[src/rtl/gecko_pkg.sv]
// Shared types for the gecko writeback register file: per-register status,
// the 32-entry status vector, the writeback result and the sweep FSM states.
package gecko_pkg;

    localparam int NUM_REGS   = 32;
    localparam int REG_ADDR_W = 5;
    localparam int XLEN       = 32;

    typedef enum logic [1:0] {
        VALID   = 2'd0,
        PENDING = 2'd1,
        FULL    = 2'd2
    } gecko_reg_status_t;

    typedef gecko_reg_status_t [NUM_REGS-1:0] gecko_reg_status_arr_t;

    typedef struct packed {
        logic [REG_ADDR_W-1:0] addr;
        logic [XLEN-1:0]       value;
    } gecko_wb_result_t;

    typedef enum logic {
        ST_CLEAR = 1'b0,
        ST_RUN   = 1'b1
    } gecko_wb_state_t;

endpackage

[src/rtl/gecko_reg_counter.sv]
// Saturating up/down count of outstanding writes for one architectural register.
// A simultaneous inc and dec cancel; overflow and underflow pulse err.
module gecko_reg_counter
    import gecko_pkg::*;
#(
    parameter int COUNTER_WIDTH = 2
) (
    input  logic              clk,
    input  logic              rst,
    input  logic              inc,
    input  logic              dec,
    output gecko_reg_status_t status,
    output logic              err
);

    localparam logic [COUNTER_WIDTH-1:0] MAX_COUNT = '1;

    logic [COUNTER_WIDTH-1:0] count_q;
    logic [COUNTER_WIDTH-1:0] count_d;

    // NOTE: every always_comb output gets a default first, so no path can infer a latch.
    always_comb begin
        count_d = count_q;
        err     = 1'b0;
        unique case ({inc, dec})
            2'b10: begin
                if (count_q == MAX_COUNT) err = 1'b1;
                else                      count_d = count_q + 1'b1;
            end
            2'b01: begin
                if (count_q == '0) err = 1'b1;
                else               count_d = count_q - 1'b1;
            end
            default: ;
        endcase
    end

    always_comb begin
        if (count_q == '0)             status = VALID;
        else if (count_q == MAX_COUNT) status = FULL;
        else                           status = PENDING;
    end

    // NOTE: sequential state uses non-blocking assignments so all flops update together at the edge.
    always_ff @(posedge clk) begin
        if (rst) count_q <= '0;
        else     count_q <= count_d;
    end

endmodule

[src/rtl/gecko_writeback_regfile.sv]
// 32x32 integer register file with per-register outstanding-write tracking and
// a post-reset clear sweep. Define GECKO_WB_BYPASS_EN for same-cycle writeback forwarding.
module gecko_writeback_regfile
    import gecko_pkg::*;
#(
    parameter int COUNTER_WIDTH = 2
) (
    input  logic                  clk,
    input  logic                  rst,
    input  logic                  reserve_valid,
    input  logic [4:0]            reserve_addr,
    input  logic                  wb_valid,
    output logic                  wb_ready,
    input  logic [4:0]            wb_addr,
    input  logic [31:0]           wb_value,
    input  logic [4:0]            rs1_addr,
    input  logic [4:0]            rs2_addr,
    output logic [31:0]           rs1_value,
    output logic [31:0]           rs2_value,
    output gecko_reg_status_arr_t reg_status,
    output logic                  init_done,
    output logic                  error
);

    gecko_wb_state_t       state_q, state_d;
    logic [4:0]            sweep_q, sweep_d;
    logic                  error_q, error_d;
    gecko_reg_status_arr_t reg_status_q, reg_status_d;
    logic [XLEN-1:0]       regs_q [NUM_REGS];

    gecko_wb_result_t      wb_res;
    logic                  wb_fire;
    logic                  reserve_run;
    logic                  wr_en;
    logic [4:0]            wr_addr;
    logic [XLEN-1:0]       wr_data;
    gecko_reg_status_t     cnt_status [NUM_REGS];
    logic [NUM_REGS-1:0]   cnt_err;

    assign wb_ready    = (state_q == ST_RUN);
    assign init_done   = (state_q == ST_RUN);
    assign error       = error_q;
    assign reg_status  = reg_status_q;
    assign wb_fire     = wb_valid && wb_ready;
    assign wb_res      = '{addr: wb_addr, value: wb_value};
    assign reserve_run = reserve_valid && (state_q == ST_RUN) && (reserve_addr != '0);

    // x0 is hardwired, so it carries no counter and is always VALID.
    assign cnt_status[0] = VALID;
    assign cnt_err[0]    = 1'b0;

    for (genvar i = 1; i < NUM_REGS; i++) begin : g_cnt
        gecko_reg_counter #(
            .COUNTER_WIDTH (COUNTER_WIDTH)
        ) u_cnt (
            .clk    (clk),
            .rst    (rst),
            .inc    (reserve_run && (reserve_addr == 5'(i))),
            .dec    (wb_fire && (wb_res.addr == 5'(i))),
            .status (cnt_status[i]),
            .err    (cnt_err[i])
        );
    end

    always_comb begin
        state_d = state_q;
        sweep_d = sweep_q;
        wr_en   = 1'b0;
        wr_addr = sweep_q;
        wr_data = '0;
        unique case (state_q)
            ST_CLEAR: begin
                wr_en   = 1'b1;
                sweep_d = sweep_q + 5'd1;
                if (sweep_q == 5'd31) state_d = ST_RUN;
            end
            ST_RUN: begin
                if (wb_fire && (wb_res.addr != '0)) begin
                    wr_en   = 1'b1;
                    wr_addr = wb_res.addr;
                    wr_data = wb_res.value;
                end
            end
            default: state_d = ST_CLEAR;
        endcase
    end

    always_comb begin
        error_d = error_q | (|cnt_err) | (reserve_valid && (state_q == ST_CLEAR));
    end

    // Status follows the counters one cycle late and reads FULL until the sweep completes.
    always_comb begin
        reg_status_d = '0;
        for (int i = 0; i < NUM_REGS; i++) begin
            reg_status_d[i] = (state_d == ST_RUN) ? cnt_status[i] : FULL;
        end
    end

    always_ff @(posedge clk) begin
        if (rst) begin
            state_q      <= ST_CLEAR;
            sweep_q      <= '0;
            error_q      <= 1'b0;
            reg_status_q <= {NUM_REGS{FULL}};
        end else begin
            state_q      <= state_d;
            sweep_q      <= sweep_d;
            error_q      <= error_d;
            reg_status_q <= reg_status_d;
        end
    end

    // NOTE: the storage array has no reset; the CLEAR sweep zeroes it one entry per cycle instead.
    always_ff @(posedge clk) begin
        if (wr_en) regs_q[wr_addr] <= wr_data;
    end

`ifdef GECKO_WB_BYPASS_EN
    always_comb begin
        rs1_value = (rs1_addr == '0) ? '0 : regs_q[rs1_addr];
        rs2_value = (rs2_addr == '0) ? '0 : regs_q[rs2_addr];
        if (wb_fire && (rs1_addr != '0) && (rs1_addr == wb_res.addr)) rs1_value = wb_res.value;
        if (wb_fire && (rs2_addr != '0) && (rs2_addr == wb_res.addr)) rs2_value = wb_res.value;
    end
`else
    always_comb begin
        rs1_value = (rs1_addr == '0) ? '0 : regs_q[rs1_addr];
        rs2_value = (rs2_addr == '0) ? '0 : regs_q[rs2_addr];
    end
`endif

endmodule

[config.mk]
export PLATFORM = sky130hd
export DESIGN_NAME = gecko_writeback_regfile
export DESIGN_NICKNAME = d
export VERILOG_FILES = /design/src/rtl/gecko_pkg.sv /design/src/rtl/gecko_reg_counter.sv /design/src/rtl/gecko_writeback_regfile.sv
export SDC_FILE = /design/constraint.sdc
export NUM_CORES = 2
export LEC_CHECK = 0
export ABC_AREA = 1
export BUFFER_PORTS_ARGS = -buffer_cell sky130_fd_sc_hd__buf_2
export CAP_MARGIN = 0
export CELL_PAD_IN_SITES_DETAIL_PLACEMENT = 1
export CELL_PAD_IN_SITES_GLOBAL_PLACEMENT = 2
export CORE_UTILIZATION = 28
export CTS_CLUSTER_SIZE = 16
export DETAILED_ROUTE_END_ITERATION = 12
export PLACE_DENSITY_LB_ADDON = 0.12
export SKIP_LAST_GASP = 1
export SLEW_MARGIN = 25
export SYNTH_ARGS = -nofsm -noshare
export SYNTH_HDL_FRONTEND = slang
export SYNTH_SLANG_ARGS = --single-unit
[constraint.sdc]
create_clock -name clk -period 3.9 [get_ports clk]
set_clock_uncertainty 0.2 [all_clocks]
set_input_delay 0.78 -clock clk [delete_from_list [all_inputs] [get_ports clk]]
set_output_delay 0.78 -clock clk [all_outputs]
set_load 0.02 [all_outputs]
==> impl_metrics.sql <==
INSERT INTO impl_metrics (metric_group, metric, value, unit) VALUES
('critical_path', 'cpMaxStageDelayCell', 'inv_8', ''),
('global_routing', 'grt_overflow_total', '0', ''),
('placed_design', 'buffer_ports.inserted', '185', ''),
('status', 'run_status', 'finished, final reports clean', ''),
('synthesis', 'synth.avg_cell_area', '8.465', 'um2'),
('power', 'power.switching', '8.189', 'mW'),
('job', 'drv_cap', '0', ''),
('synthesis', 'synthTopCellsByArea', 'edfxtp_1, nand2_1, nand3_1', ''),
('critical_path', 'worst_path_most_repeated_cell', 'nand2_1', ''),
('sta', 'report.final.slew_viol_count', '0', ''),
('floorplanning', 'dieArea', '212700', 'um2'),
('clocking', 'cts.sinks', '1156', ''),
('drt', 'avgViaCountPerCell', '5.167', ''),
('synthesis', 'ys_types', '28', ''),
('critical_path', 'required', '2.92', 'ns'),
('synthesis', 'synth_edf_count', '1024', ''),
('sta', 'setup-violations-final', '0', ''),
('critical_path', 'worstSetupStartpointType', 'input pin', ''),
('power', 'pwr-share-seq', '44.4', '%'),
('critical_path', 'kind_of_cell_with_the_highest_combined_delay_on_the_critical_path', 'buffers and inverters', ''),
('critical_path', 'critPathCaptureType', 'output port', ''),
('clocking', 'tritoncts', 'done', ''),
('synthesis', 'async_s_r_ff_share_synth', '0', '%'),
('clocking', 'cts.path.max_buffers', '3', ''),
('drt', 'drtIter0Drc', '4307', ''),
('global_routing', 'grt_usage', '26.18', '%'),
('critical_path', 'worst-setup-path-type', 'in -> out', ''),
('synthesis', 'synth.net_count', '7094', ''),
('floorplanning', 'dieWidth', '461.2', 'um'),
('floorplanning', 'core_region', '209600', 'um2'),
('synthesis', 'yosys_register_bits', '1156', ''),
('synthesis', 'synth_top_cell_by_area', 'edfxtp_1', ''),
('power', 'p_clk_share', '44.2', '%'),
('synthesis', 'syn_inst', '6974', ''),
('power', 'comb_power_share', '11.4', '%'),
('synthesis', 'synthesis_warning_total', '0', ''),
('final_layout', 'stdcell_count', '10150', ''),
('final_layout', 'layout-drive-gt1-share', '11.54', '%'),
('placed_design', 'place.detailed.instances', '9884', ''),
('final_layout', 'areaGrowthSynthToFinish', '20.43', '%'),
('sta', 'relSlewSlack', '39.78', '%'),
('placed_design', 'global_placer_s_final_weighted_congestion', '0.7887', ''),
('synthesis', 'synth.cells.most_frequent', 'nand2_1, nand3_1, edfxtp_1, nor2_1, o21ai_0', ''),
('global_routing', 'first_pass_grt_wire_length', '399300', 'um'),
('drt', 'post_drt_wl_per_cell', '27.69', 'um'),
('clocking', 'cts_inserted_buffers', '148', ''),
('power', 'power_per_cell_area', '426.8', 'nW/um2'),
('power', 'netSwitchingFraction', '26.99', '%'),
('sta', 'tightestPinTransition', '0.9000', 'ns'),
('sta', 'tns', '0', 'ns'),
('clocking', 'postCtsHoldBufs', '0', ''),
('clocking', 'htreeDepth', '4', ''),
('critical_path', 'cp_num_buf_inv', '6', ''),
('final_layout', 'layout.nets', '7349', ''),
('sta', 'period_needed', '3.766', 'ns'),
('floorplanning', 'core.rowCount', '168', ''),
('worst_hold_path', 'hold_class', 'in -> reg', ''),
('placed_design', 'dp_hpwl', '170200', 'um'),
('drt', 'vias', '52440', ''),
('drt', 'drt_pass_1_iters', '6', ''),
('critical_path', 'worst-endpoint-arrival', '2.79', 'ns'),
('drt', 'postRouteWirelength', '281000', 'um'),
('critical_path', 'list_of_cells_traversed_by_the_critical_path', 'buf_8 > inv_8 > buf_12 > buf_4 > nand2_1 > nand3_1 > nand3_1 > nand2_1 > nand2_1 > nand2_1 > nor2_1 > nor2_1 > buf_4 > buf_2', ''),
('synthesis', 'syn_area', '59030', 'um2'),
('clocking', 'cts.clk_slew.worst_paths', '0.05', 'ns'),
('synthesis', 'postSynth.topFlopCell', 'edfxtp_1', ''),
('power', 'intPower', '22.15', 'mW'),
('floorplanning', 'chipHeight', '461.2', 'um'),
('synthesis', 'yosysTopAreaCellShare', '52.09', '%'),
('synthesis', 'most_instantiated_library_cell_after_synthesis', 'nand2_1', ''),
('drt', 'route.antenna.remaining_nets', '0', '');
cells in the final DEF, fill, tap and decap left out, types with 121 or more instances in the layout:
cell	instances
nor2_1	589
a21oi_1	166
o21ai_0	321
buf_4	237
buf_2	175
buf_12	153
o21ai_1	121
clkbuf_16	152
nand2_1	2402
dfxtp_1	132
nand3_1	1245
inv_1	275
edfxtp_1	1024
final timing paths:
check,startpoint,cells past startpoint,end,slack (ns)
setup / recovery,rs2_addr[0],14,rs2_value[20],0.13
hold / removal,wb_value[0],3,regs_q[31][0]$_DFFE_PP_,0.23
setup reg to reg,init_done$_SDFF_PP0_,9,regs_q[16][22]$_DFFE_PP_,1.12
hold reg to reg,g_cnt[22].u_cnt.count_q[1]$_SDFFE_PP0P_,2,g_cnt[22].u_cnt.count_q[1]$_SDFFE_PP0P_,0.28
worst min-delay path: stages:
cell and delay, ns:
buf_2 0.10, inv_1 0.09, nor2_1 0.09
area by class of cell:
type	count	area, um2
Antenna cell	3	7.507
Inverter	287	1136
Multi-Input combinational cell	5065	22670
Fill cell	24370	138500
Timing Repair Buffer	571	5806
Tap cell	2805	3510
Clock buffer	182	3926
Sequential cell	1156	33390
Clock inverter	80	645.6
flip-flops by register name (all words and copies together), names as in the netlist:
name / count
regs_q: 1024
reg_status: 63
g_cnt.u_cnt.count_q: 62
sweep_q: 5
error: 1
init_done: 1
power by group through the flow:
stage          clock network, mW  registers [mW]  logic, mW
2_1_floorplan                  0            13.7       1.80
3_3_place_gp                   0            13.7       3.46
3_5_place_dp                   0            13.7       3.47
4_1_cts                     13.7            13.5       3.48
5_1_grt                     14.1            13.5       3.73
6_report                    13.4            13.5       3.46
stage by stage:
stage                     cell area [um2]  power (mW)  hold WS, ns  utilization (%)  setup slack, ns
after floorplan                     59030       15.52       0.2508                -           0.2243
after global placement              66500       17.20       0.2659            31.73          -0.1001
after detailed placement            66510       17.21       0.2770            31.74         -0.04785
after CTS                           71090       30.69       0.1608            33.92           0.1063
after global routing                71090       31.34       0.2298            33.92          0.03492
final                               71090       30.34       0.2304            33.92           0.1344
repair_timing:
| action | in CTS | in global routing |
|---|---|---|
| endpoints found under the hold margin | 0 | 0 |
| setup buffers | 0 | 0 |
| gates resized for setup | 1 | 0 |
| endpoints found under the setup margin | 2 | 0 |
layer usage:
| layer | global-route usage [%] | routed length [um] |
|---|---|---|
| met5 | 0 | 50 |
| met4 | 7.903 | 8010 |
| met3 | 2.736 | 11020 |
| met2 | 44.71 | 135400 |
| met1 | 34.67 | 126600 |
cell families after synthesis:
logic type	Yosys count	synth area share [%]
buf+inv	753	5.642
compound gates	627	5.375
flops	1156	56.57
xor+xnor	62	0.9199
other cells	1	0.006353
fa+ha+maj	64	1.357
simple gates	4311	30.13
(Power assumes the default switching activity.)
